`src/rtl/alu_cmd_queue.sv`:
```
// Command queue in front of a combinational alu.
// Buffers {op,a,b} commands in a small FIFO and presents the head entry to the
// alu. The alu's result and zero flag are captured into a registered output
// stage that uses a valid/ready handshake. The queue sustains one op per cycle.
module alu_cmd_queue #(
  parameter int WIDTH = 8,
  parameter int DEPTH = 4
) (
  input  logic                     clk,
  input  logic                     rst_n,
  input  logic                     in_valid,
  output logic                     in_ready,
  input  logic [WIDTH-1:0]         in_a,
  input  logic [WIDTH-1:0]         in_b,
  input  logic [2:0]               in_op,
  output logic [WIDTH-1:0]         alu_a,
  output logic [WIDTH-1:0]         alu_b,
  output logic [2:0]               alu_op,
  input  logic [WIDTH-1:0]         alu_result,
  input  logic                     alu_zero,
  output logic                     out_valid,
  input  logic                     out_ready,
  output logic [WIDTH-1:0]         out_result,
  output logic                     out_zero,
  output logic [2:0]               out_op,
  output logic [$clog2(DEPTH):0]   count
);

  localparam int AW = $clog2(DEPTH);
  localparam int CW = AW + 1;
  localparam int EW = 3 + 2 * WIDTH;
  localparam logic [CW-1:0] DEPTH_C = CW'(DEPTH);

  logic [EW-1:0] mem [DEPTH];
  logic [AW-1:0] wr_ptr;
  logic [AW-1:0] rd_ptr;
  logic [EW-1:0] head;
  logic          not_empty;
  logic          push;
  logic          pop;

  // Ready depends only on the registered occupancy, so a pop in the same cycle
  // never opens a combinational path from out_ready to in_ready.
  assign in_ready  = rst_n && (count < DEPTH_C);
  assign not_empty = (count != '0);
  assign push      = in_valid && in_ready;
  assign pop       = not_empty && (!out_valid || out_ready);

  // Head entry is driven to the alu; an empty queue drives all zeros (op ADD).
  always_comb begin
    head = '0;
    if (not_empty) begin
      head = mem[rd_ptr];
    end
  end

  assign alu_op = head[EW-1 -: 3];
  assign alu_a  = head[2*WIDTH-1 -: WIDTH];
  assign alu_b  = head[WIDTH-1:0];

  // Storage array; contents need no reset because count gates every read.
  always_ff @(posedge clk) begin
    if (push) begin
      mem[wr_ptr] <= {in_op, in_a, in_b};
    end
  end

  // Pointers and occupancy; pointers wrap naturally since DEPTH is a power of 2.
  always_ff @(posedge clk) begin
    if (!rst_n) begin
      wr_ptr <= '0;
      rd_ptr <= '0;
      count  <= '0;
    end else begin
      if (push) begin
        wr_ptr <= wr_ptr + 1'b1;
      end
      if (pop) begin
        rd_ptr <= rd_ptr + 1'b1;
      end
      case ({push, pop})
        2'b10:   count <= count + 1'b1;
        2'b01:   count <= count - 1'b1;
        default: count <= count;
      endcase
    end
  end

  // Output stage: capture the alu result on pop, drop valid when consumed
  // with nothing new to load; data registers hold their last value.
  always_ff @(posedge clk) begin
    if (!rst_n) begin
      out_valid  <= 1'b0;
      out_result <= '0;
      out_zero   <= 1'b0;
      out_op     <= '0;
    end else if (pop) begin
      out_valid  <= 1'b1;
      out_result <= alu_result;
      out_zero   <= alu_zero;
      out_op     <= alu_op;
    end else if (out_valid && out_ready) begin
      out_valid  <= 1'b0;
    end
  end

endmodule

```
`config.mk`:
```
export PLATFORM = sky130hd
export DESIGN_NAME = alu_cmd_queue
export DESIGN_NICKNAME = d
export VERILOG_FILES = /design/src/rtl/alu_cmd_queue.sv
export SDC_FILE = /design/constraint.sdc
export NUM_CORES = 1
export LEC_CHECK = 0
export CORE_MARGIN = 3
export CORE_UTILIZATION = 52
export DETAILED_ROUTE_END_ITERATION = 6
export PLACE_DENSITY_LB_ADDON = 0.15
export RECOVER_POWER = 25
export SETUP_SLACK_MARGIN = 0.02
export SLEW_MARGIN = 15
export SYNTH_ARGS = -nofsm -noshare
export SYNTH_HDL_FRONTEND = slang
export SYNTH_SLANG_ARGS = --single-unit
```
`constraint.sdc`:
```
create_clock -name clk -period 2.6 [get_ports clk]
set_input_delay 0.52 -clock clk [delete_from_list [all_inputs] [get_ports clk]]
set_output_delay 0.52 -clock clk [all_outputs]
set_load 0.02 [all_outputs]
```
=== Word-level counts from Yosys, hierarchy flattened ===
Memories as Yosys holds them, arrays and structs flattened. A register that Yosys moved wholly into a read port is not among the register bits.
Cells that the tools add are included.

* Register bits: 20
* Bits in writable memories: 76
* Bits of input ports: 32
* Output and inout port bits: 36
* Logic and storage cells: 32
* Memories: 1

{| class="wikitable"
|+ Memory list
! name !! depth !! width !! rd ports !! clocked after Yosys merged registers in !! write ports !! line !! text
|-
| mem || 4 || 19 || 1 || 1 || 1 || 34 || <nowiki>logic [EW-1:0] mem [DEPTH];</nowiki>
|}

* Add/subtract/negate cells: 4
* Magnitude comparators: 1
* Equality and inequality tests: 2
* Muxes and demuxes: 8
* Reduce and logical (&&, ||, !) cells: 9

{| class="wikitable"
|+ Operators by type and width
! kind !! number
|-
| 2-to-1 mux 19 bit || 1
|-
| case mux 3 bit (2 select lines) || 1
|-
| adder 2 x 1 -> 2 bit (second input constant) || 2
|-
| logical AND 1 bit || 4
|-
| 2-to-1 mux 1 bit || 4
|-
| 2-to-1 mux 2 bit || 2
|-
| nonzero test 2 bit || 2
|-
| adder 3 x 1 -> 3 bit (second input constant) || 1
|-
| less-than comparator 3 bit (second input constant) || 1
|-
| nonzero test 3 bit || 1
|-
| subtractor 3 x 1 -> 3 bit (second input constant) || 1
|-
| equality test 2 x 1 -> 1 bit (second input constant) || 1
|-
| equality test 2 bit (second input constant) || 1
|-
| logical NOT 1 bit || 1
|-
| logical OR 1 bit || 1
|}

=== Logic depth before layout (Yosys ltp) ===
Gate-level depths: netlist (run 1).

* Word-level depth: 5
* Depth in mapped cells: 9
* Gate-level depth less buffers: 8

=== Least setup slack after synthesis (run 1) ===
Ideal clock, no wire load.

* Path kind: reg2reg
* Start: register count[2]
* End: register count[2]
* Library setup time: 0.070 ns
* Arrival time: 2.065 ns
* Data required time: 2.530 ns
* Slack: 0.465 ns
* Stages on the path, launching flop included: 10
* Buffers on the path: 1
* Period minus slack after synthesis: 2.135 ns
* Path through: dfxtp_1 > and3b_1 > clkbuf_1 > inv_1 > ha_1 > inv_1 > fa_1 > xor2_1 > or3_1 > a21oi_1

* Longest elaborated chain between the ends: 5
* Elaborated cells between the ends (all ways): 11
* Classes of those cells: add/sub (2); order compare (1); eq/ne (2); mux (1); reduce/logical (5)

{| class="wikitable"
|+ Ends and longest elaborated chain
! item !! line !! text
|-
| start: declaration || 26 || <nowiki>output logic [$clog2(DEPTH):0] count</nowiki>
|-
| start signal: assignment || 82 || <nowiki>2'b10: count <= count + 1'b1;</nowiki>
|-
| start signal: assignment || 83 || <nowiki>2'b01: count <= count - 1'b1;</nowiki>
|-
| start signal: assignment || 84 || <nowiki>default: count <= count;</nowiki>
|-
| less-than comparator 3 bit || 44 || <nowiki>assign in_ready = rst_n && (count < DEPTH_C);</nowiki>
|-
| logical AND 1 bit || 44 ||
|-
| logical AND 1 bit || 46 || <nowiki>assign push = in_valid && in_ready;</nowiki>
|-
| equality test 2 x 1 -> 1 bit / equality test 2 bit (equally long branches) || 81 || <nowiki>case ({push, pop})</nowiki>
|-
| case mux 3 bit (2 select lines) / nonzero test 2 bit (equally long branches) || - ||
|}

Parallel ways exist; a longest one is shown, timed or not.
A chain may end at the register's enable or synchronous reset.

==> impl_metrics.ini, run 1 <==
[run_status]
status = finished clean

[synth]
synthArstFlopShare_pct = 0
ys_types = 26
synth_compound_area_share_pct = 4.20
synthCells = 232
yosys_most_used_dff = edfxtp_1
seq_area_frac_synth_pct = 70.4
netlist_top_cells_area = edfxtp_1, dfxtp_1, mux4_1
synthMuxAreaShare_pct = 12.2
synth_commonest_cells = edfxtp_1, and2_1, dfxtp_1
synth_xor_area_share_pct = 0.679
syn-num-nets = 270
ys_ff_latch = 98
synthAdderAreaFrac_pct = 2.13
syn_area_um2 = 3870
synthSimpleGateAreaFrac_pct = 7.63
yosysMostFrequentCell = edfxtp_1
synth-edff-count = 76
synth_top_area_share_pct = 59.0
synth_top_area_cell = edfxtp_1
ys_warn_count = 0
syn_area_per_cell_um2 = 16.7
synth_top_family_by_area = multiplexers

[sta]
timing.final.crit_share_pct = 95.8
min_period_ns = 2.49
rsz0062_at_grt = false
timing.final.max_slew_violations = 0
max_freq_mhz = 402
hold_violations = 0
hold-worst-slack_ns = 0.480
setup_viol = 0
slew-limit-headroom_pct = 83.9
tightest_slew_ns = 0.239
finalSetupTns_ns = 0
finClkSkew_ns = 0.00742

[hold_path]
hold_start = out_op[2]
hp-class = reg -> reg
worstHoldEndpoint = out_op[2]
holdPathStages = 2

[placement]
place.gp.congestion = 0.786
portBuffers = 67
dpl.hpwl_um = 4690
placedCellCount = 400

[floorplan]
io_pins = 68
core_um2 = 7020
rows = 30
die_y_um = 92.3
die_area_um2 = 8510
start_util_pct = 55.1
die_x_um = 92.3

[clocking]
clk_path_buf_depth = 2
cts_hold_buf = 0
insertion_delay_ns = 0.35
cts_made_buffers = 9
clk_pin_slew_worst_paths_ns = 0.09
cts_tree = done
htreeDepth = 3
postCtsSetupRepairBufs = 0
clock-root-buffer = clkbuf_8
clkSinkCount = 98

[worst_setup_path]
critPathRequiredTime_ns = 2.08
cp-start-kind = register
critical_path_class = reg -> out
timing.rr.start = count[2]
ff2ff_path_depth = 8
r2r-end = count[2]
cp_max_fo = 7
end_kind = output port
ff2ff_setup_slack_ns = 0.57
critical_path_arrival_ns = 1.97

[pwr]
combinationalPowerShare_pct = 41.1
power_leakage_nw = 1.77
sw_frac_of_total_pct = 33.2
powerDensity_nw_per_um2 = 1070
clockPowerShare_pct = 21.4
p_int_mw = 3.53
p_total_mw = 5.29
power_frac_seq_pct = 37.5
switching_power_mw = 1.76
irDropWorstVdd_uv = 653

[cells_and_area]
fin_util_pct = 70.6
drive_above_1_share_pct = 14.1
nets = 353
stdcell_count = 416
area_delta_synth_final_pct = 28.0
num_antenna_cells = 0
fillers = 495

[global_routing]
antenna_found_initial = 0
grt_pass1_vias = 2211
grt_max_degree = 21
grt_usage_pct = 17.3
overflow = 0
grt_pass1_wl_um = 11000

[routing]
vias_per_cell = 5.39
wirelength_um = 6870
drtPass1Iterations = 4
via_count = 2243
remaining_drc_errors = 0
wl_per_cell_um = 16.5
drt_iter0_markers = 134
postRouteAntennaNets = 0

[flow_run]
max_cap_violations = 0
-- placed cells by master, fill, tap and decap left out --
| master | Yosys | layout |
|---|---|---|
| a21oi_1 | 17 | 17 |
| and2_1 | 23 | 23 |
| and3b_1 | 1 | 1 |
| buf_12 | 1 | 1 |
| buf_4 | 0 | 17 |
| buf_6 | 1 | 1 |
| bufinv_16 | 0 | 3 |
| clkbuf_8 | 0 | 9 |
| clkdlybuf4s50_1 | 0 | 33 |
| clkinv_1 | 0 | 1 |
| clkinv_4 | 0 | 1 |
| clkinvlp_2 | 0 | 1 |
| dfxtp_1 | 22 | 22 |
| dlygate4sd2_1 | 0 | 19 |
| dlygate4sd3_1 | 0 | 15 |
| edfxtp_1 | 76 | 76 |
| fa_1 | 1 | 1 |
| ha_1 | 5 | 5 |
| inv_1 | 7 | 7 |
| inv_6 | 0 | 1 |
| mux2i_1 | 1 | 1 |
| mux4_1 | 9 | 9 |
| mux4_2 | 10 | 10 |
| nand2_1 | 2 | 2 |
| nand2b_1 | 2 | 2 |
| nand3_1 | 13 | 13 |
| nor2_1 | 6 | 6 |
| nor2b_1 | 1 | 1 |
| nor3_2 | 1 | 1 |
| o21ai_0 | 14 | 14 |
| o31ai_1 | 1 | 1 |
| or3_1 | 3 | 3 |
| xnor2_1 | 1 | 1 |
| xor2_1 | 2 | 2 |
-- how the worst max path moves through the flow --
stage / end
after global placement: count[2]
after floorplan: count[2]
after CTS: alu_op[0]
final: alu_op[0]
after global routing: alu_op[0]
after detailed placement: count[2]
-- state kept, by name (all words and copies together), names as in the netlist, named ones only --
register / cells
count: 3
mem: 76
out_op: 3
out_result: 8
out_valid: 1
out_zero: 1
rd_ptr: 2
wr_ptr: 2
-- layout make-up --
| type | instances | area (um^2) | share of cell area, % |
|---|---|---|---|
| clock inverters | 7 | 116 | 2.35 |
| inverters | 7 | 26.3 | 0.530 |
| multi-input cells | 113 | 1040 | 21.0 |
| repair buffers | 86 | 806 | 16.3 |
| flip-flops and latches | 98 | 2720 | 55.0 |
| clock buffers | 9 | 124 | 2.50 |
| well taps | 96 | 120 | 2.42 |
-- per-stage QoR --
step           instance area (um^2)  worst slack, ns
3_5_place_dp                   4730           0.0516
2_1_floorplan                  3870            0.465
5_1_grt                        4950           0.0212
3_3_place_gp                   4730            0.136
6_report                       4950            0.110
4_1_cts                        4950           0.0513
-- repair_timing --
action | CTS | global route
resized for setup | 19 | 1
cloned | 0 | 0
endpoints found under the setup margin | 19 | 3
pin swaps | 0 | 0
-- metal layers --
metal,up-vias,global-route usage (%),routed length [um]
met1,1114,21.4,2940
met3,10,3.53,338
met5,-,0,0
met2,66,29.0,3490
met4,0,8.54,111
li1,1053,-,-
-- critical path, cell delays in order (launching register included) --
cell           delay, ns
dfxtp_1             0.39
buf_6               0.17
mux4_1              0.57
and2_1              0.18
dlygate4sd2_1       0.31
-- cell families (layout without fill, tap and decap cells) --
logic type | after synthesis | in the layout
AO/OA/AOI/OAI | 32 | 32
XOR/XNOR | 3 | 3
adder cells (fa/ha/maj) | 6 | 6
buffers and inverters | 21 | 109
flip-flops | 98 | 98
multiplexers | 20 | 20
AND/OR/NAND/NOR | 52 | 52
-- power groups by stage --
stage	logic [mW]	clock network, mW	registers [mW]
floorplan	1.32	0	2.11
global placement	2.32	0	2.01
detailed placement	2.35	0	2.02
CTS	2.21	1.16	1.98
global route	2.37	1.21	2.00
finish	2.17	1.13	1.98
Power figures use the tool's default switching activity.
==> run 2: changes to the inputs <==
--- a/config.mk
+++ b/config.mk
@@ -15,3 +15,4 @@
 export SYNTH_ARGS = -nofsm -noshare
 export SYNTH_HDL_FRONTEND = slang
 export SYNTH_SLANG_ARGS = --single-unit
+export TNS_END_PERCENT = 30
==> constraint.sdc (replaced) <==
create_clock -name clk -period 2.6 [get_ports clk]
set_input_delay 0.65 -clock clk [delete_from_list [all_inputs] [get_ports clk]]
set_output_delay 0.65 -clock clk [all_outputs]
set_load 0.02 [all_outputs]
==> run 2 against run 1 <==
  * Critical path depth unchanged
  * Hold slack worse by 0.0014 ns
  * Maximum frequency down 1.8%
  * Routed wire length up 1.6%
  * Clock skew up 0.0010 ns
  * Utilization down 0.25 points
  * First-iteration DRC count up 14%
  * Clock-buffer cell count up 1
  * Final cell count up 0.72%
  * Critical path type is now in -> out
  * Largest power group unchanged
==> impl_metrics.ini, run 2 (synthesized netlist as in run 1, its figures left out) <==
[run_status]
status = finished clean

[clocking]
cts_tree = done
postCtsSetupRepairBufs = 0
cts_made_buffers = 9
clock-root-buffer = clkbuf_8
insertion_delay_ns = 0.35
htreeDepth = 3
cts_hold_buf = 0
clk_pin_slew_worst_paths_ns = 0.09
clk_path_buf_depth = 2
clkSinkCount = 98

[worst_setup_path]
worst_path_most_repeated_cell = clkdlybuf4s50_1
cp_max_fo = 3
end_kind = output port
path_buf_inv = 3
timing.rr.start = count[2]
crit_chain = clkdlybuf4s50_1 -> inv_1 -> nor2_1 -> clkdlybuf4s50_1
slowest_stage = clkdlybuf4s50_1
critical_path_class = in -> out
critPathRequiredTime_ns = 1.95
critical_path_arrival_ns = 1.89
r2r-end = count[2]
cpPeakStageDelay_ns = 0.61
cp-start-kind = input pin
ff2ff_path_depth = 9
ff2ff_setup_slack_ns = 0.60
crit_family = buffers and inverters

[pwr]
powerDensity_nw_per_um2 = 1050
irDropWorstVdd_uv = 598
power_leakage_nw = 1.72
p_total_mw = 5.18

[hold_path]
hold_start = out_result[7]
worstHoldEndpoint = out_result[7]
holdPathStages = 2
hp-class = reg -> reg

[routing]
wirelength_um = 6980
postRouteAntennaNets = 0
drtPass1Iterations = 4
vias_per_cell = 5.24
remaining_drc_errors = 0
wl_per_cell_um = 16.7
via_count = 2196
drt_iter0_markers = 153

[cells_and_area]
fin_area_um2 = 4940
mostFrequentLayoutCell = edfxtp_1
stdcell_count = 419
largest_reg_flops = 76
top_regs = mem: 76 flops, out_result: 8 flops
layout_common_cells = edfxtp_1, clkdlybuf4s50_1, and2_1
nets = 356
drive_above_1_share_pct = 16.7
area_delta_synth_final_pct = 27.6
num_antenna_cells = 0
regMostFlops = mem

[sta]
hold_violations = 0
tightest_slew_ns = 0.225
max_freq_mhz = 394
min_period_ns = 2.54
hold-worst-slack_ns = 0.478
setup_viol = 0
timing.final.max_slew_violations = 0
rsz0062_at_grt = false
slew-limit-headroom_pct = 84.8
finalSetupTns_ns = 0
timing.final.crit_share_pct = 97.6
finClkSkew_ns = 0.00845

[placement]
placed_cell_area_um2 = 4770
dpl.hpwl_um = 4730
portBuffers = 67
placedCellCount = 403
place.gp.congestion = 0.782

[floorplan]
rows = 30
core_um2 = 7020
die_x_um = 92.3
io_pins = 68
die_area_um2 = 8510
start_util_pct = 55.1
die_y_um = 92.3

[global_routing]
grt_pass1_vias = 2248
grt_usage_pct = 17.7
overflow = 0
grt_pass1_wl_um = 11400
antenna_found_initial = 0
grt_max_degree = 21

[flow_run]
max_cap_violations = 0
## run 2: cell types whose count changed in the layout (fill, tap and decap cells not counted), sizes merged
cell / change
clkbuf: +5
clkinv: -2
buf: +3
clkinvlp: +3
dlygate4sd2: -14
bufinv: -2
clkdlybuf4s15: +10
## run 2: cell type report
class | instances | area (um^2)
Timing Repair Buffer | 89 | 835
Clock buffer | 10 | 128
Inverter | 7 | 26.3
Fill cell | 518 | 2080
Multi-Input combinational cell | 113 | 1030
Sequential cell | 98 | 2730
Clock inverter | 6 | 66.3
Tap cell | 96 | 120
## run 2: metal layers
metal  global-route usage, %  part of all wire (%)  up-vias
li1                        -                     -     1058
met1                    22.6                    43     1076
met2                    29.3                    51       55
met3                    5.41                   5.2        7
met4                    5.57                   1.1        0
met5                       0                     0        -
## run 2: timing repair
action                     4_1_cts  5_1_grt
resized for setup               24       16
setup endpoints to repair       19       14
gates cloned                     0        0
## run 2: worst register-to-register path, delay by kind of cell (launching register included)
kind / cells / cell delay, ns
AO/OA/AOI/OAI: 1 / 0.15
AND/OR/NAND/NOR: 2 / 0.49
flip-flops: 1 / 0.34
XOR/XNOR: 1 / 0.16
adder cells (fa/ha/maj): 2 / 0.54
buffers and inverters: 3 / 0.26
## run 2: worst max path at each step
stage / end / startpoint / cells after the start / slack [ns]
global placement: count[2] / out_ready / 9 / 0.04
CTS: alu_op[2] / register / 4 / 0.02
finish: in_ready / rst_n / 4 / 0.06
global route: alu_a[2] / register / 4 / 0.02
detailed placement: count[2] / rst_n / 9 / -0.004
floorplan: count[2] / rst_n / 9 / 0.36
## run 2: stage by stage
stage	setup WS (ns)	utilization, %
finish	0.0632	70.3
CTS	0.0232	70.5
detailed placement	-0.00351	67.9
floorplan	0.363	-
global placement	0.0412	67.9
global route	0.0202	70.3
## run 2: power by group
part	internal [mW]	switching, mW
logic	1.07	1.18
registers	1.89	0.0925
clock network	0.446	0.502
==> run 3: changes to the inputs <==
--- a/config.mk
+++ b/config.mk
@@ -9,7 +9,7 @@
 export CORE_UTILIZATION = 52
 export DETAILED_ROUTE_END_ITERATION = 6
 export PLACE_DENSITY_LB_ADDON = 0.15
-export RECOVER_POWER = 25
+export RECOVER_POWER = 100
 export SETUP_SLACK_MARGIN = 0.02
 export SLEW_MARGIN = 15
 export SYNTH_ARGS = -nofsm -noshare
==> constraint.sdc (replaced) <==
create_clock -name clk -period 2.6 [get_ports clk]
set_input_delay 0.26 -clock clk [delete_from_list [all_inputs] [get_ports clk]]
set_output_delay 0.26 -clock clk [all_outputs]
set_load 0.02 [all_outputs]
==> run 3 against run 2 <==
  * Via count rose by 0.50%
  * Die area did not move
  * Register-to-register slack got worse by 0.06 ns
  * Maximum frequency rose by 2.1%
  * Clock skew hardly changed
  * Sequential share of layout area rose by 0.66 points
  * Critical path depth unchanged
  * Utilization down 0.93 points
==> impl_metrics.ini, run 3 (synthesized netlist as in run 1, its figures left out) <==
[worst_setup_path]
crit_chain = buf_4 -> mux4_2 -> and2_0 -> clkdlybuf4s50_1
slowest_stage = dfxtp_1
critPathRequiredTime_ns = 2.34
path_buf_inv = 2
timing.rr.start = count[2]
cp-start-kind = register
ff2ff_path_depth = 8
ff2ff_setup_slack_ns = 0.54
cp_max_fo = 8
critical_path_arrival_ns = 2.22
cpPeakStageDelay_ns = 0.60
r2r-end = count[2]
end_kind = output port
crit_family = buffers and inverters
critical_path_class = reg -> out

[floorplan]
core_um2 = 7020
die_y_um = 92.3
io_pins = 68
die_area_um2 = 8510
rows = 30
start_util_pct = 55.1
die_x_um = 92.3

[routing]
wl_per_cell_um = 16.8
via_count = 2207
postRouteAntennaNets = 0
wirelength_um = 6960
drt_iter0_markers = 90
remaining_drc_errors = 0
vias_per_cell = 5.32
drtPass1Iterations = 4

[sta]
rsz0062_at_grt = false
max_freq_mhz = 403
setup_viol = 0
finalSetupTns_ns = 0
timing.final.max_slew_violations = 0
worst_slack_ns = 0.116
finClkSkew_ns = 0.00879
min_period_ns = 2.48
slew-limit-headroom_pct = 47.9
timing.final.crit_share_pct = 95.5
hold_violations = 0
tightest_slew_ns = 0.782

[pwr]
combinationalPowerShare_pct = 42.3
power_frac_seq_pct = 38.2
irDropWorstVdd_uv = 591
p_total_mw = 5.19
powerDensity_nw_per_um2 = 1070
clockPowerShare_pct = 19.5
power_leakage_nw = 1.67
sw_frac_of_total_pct = 33.7
switching_power_mw = 1.75
p_int_mw = 3.44

[clocking]
htreeDepth = 3
clk_path_buf_depth = 2
postCtsSetupRepairBufs = 0
cts_made_buffers = 9
clock-root-buffer = clkbuf_8
ctsResizeCount = 0
clkSinkCount = 98
cts_hold_buf = 0
clk_pin_slew_worst_paths_ns = 0.09
cts_tree = done
insertion_delay_ns = 0.35

[placement]
dpl.hpwl_um = 4690
preCtsSetupSlack_ns = 0.259
place.gp.congestion = 0.739
portBuffers = 67
placed_cell_area_um2 = 4710

[cells_and_area]
top_regs = mem: 76 flops, out_result: 8 flops
fin_util_pct = 69.4
regMostFlops = mem
fin_area_um2 = 4870
area_delta_synth_final_pct = 25.9
fillers = 504
largest_reg_flops = 76
drive_above_1_share_pct = 9.72
nets = 352
layout_common_cells = edfxtp_1, dlygate4sd3_1, clkdlybuf4s50_1
num_antenna_cells = 0
mostFrequentLayoutCell = edfxtp_1

[global_routing]
antenna_found_initial = 0
grt_pass1_wl_um = 11300
overflow = 0
grt_max_degree = 24
grt_usage_pct = 17.7
grt_pass1_vias = 2285

[run_status]
status = finished clean

[hold_path]
worstHoldEndpoint = out_result[6]
holdPathStages = 3
hold_start = alu_result[6]
hp-class = in -> reg

[flow_run]
max_cap_violations = 0
==> run 3: how the worst max path moves through the flow <==
stage,start,to,slack [ns],depth (start not counted)
after global placement,rst_n,count[2],0.30,9
after detailed placement,rst_n,count[2],0.26,9
after global routing,register,alu_a[6],0.03,4
final,register,alu_a[6],0.12,4
after CTS,register,alu_op[0],0.02,4
after floorplan,count[2],count[2],0.47,9
==> run 3: per-layer routing <==
metal	vias up	wire, um	track usage (%)
li1	1045	-	-
met1	1099	3030	22.4
met2	55	3490	29.4
met3	8	352	4.68
met4	0	94	6.68
met5	-	0	0
==> run 3: final cells by class <==
cell class,count,area (um^2),share of cell area (%)
sequential,98,2720,55.9
multi-input combinational,113,1030,21.2
timing repair buffer,85,761,15.6
clock buffer,9,124,2.54
tap,96,120,2.47
clock inverter,7,83.8,1.72
inverter,7,26.3,0.539
==> run 3: worst register-to-register path, stage by stage (launching register included) <==
cell and delay, ns:
dfxtp_1 0.43, and3b_1 0.28, inv_1 0.08, ha_1 0.17, inv_1 0.06, fa_1 0.37
xor2_1 0.16, or3_1 0.31, a21oi_1 0.14
==> run 3: stage by stage <==
stage	hold WS, ns	cells
floorplan	0.359	232
CTS	0.456	415
finish	0.464	415
detailed placement	0.467	399
global placement	0.461	399
global route	0.455	415
==> run 3: power groups by stage <==
stage	combinational [mW]	clock [mW]	sequential [mW]
2_1_floorplan	1.32	0	2.11
3_3_place_gp	2.29	0	2.02
3_5_place_dp	2.31	0	2.03
4_1_cts	2.33	1.03	1.99
5_1_grt	2.39	1.12	2.01
6_report	2.19	1.01	1.98
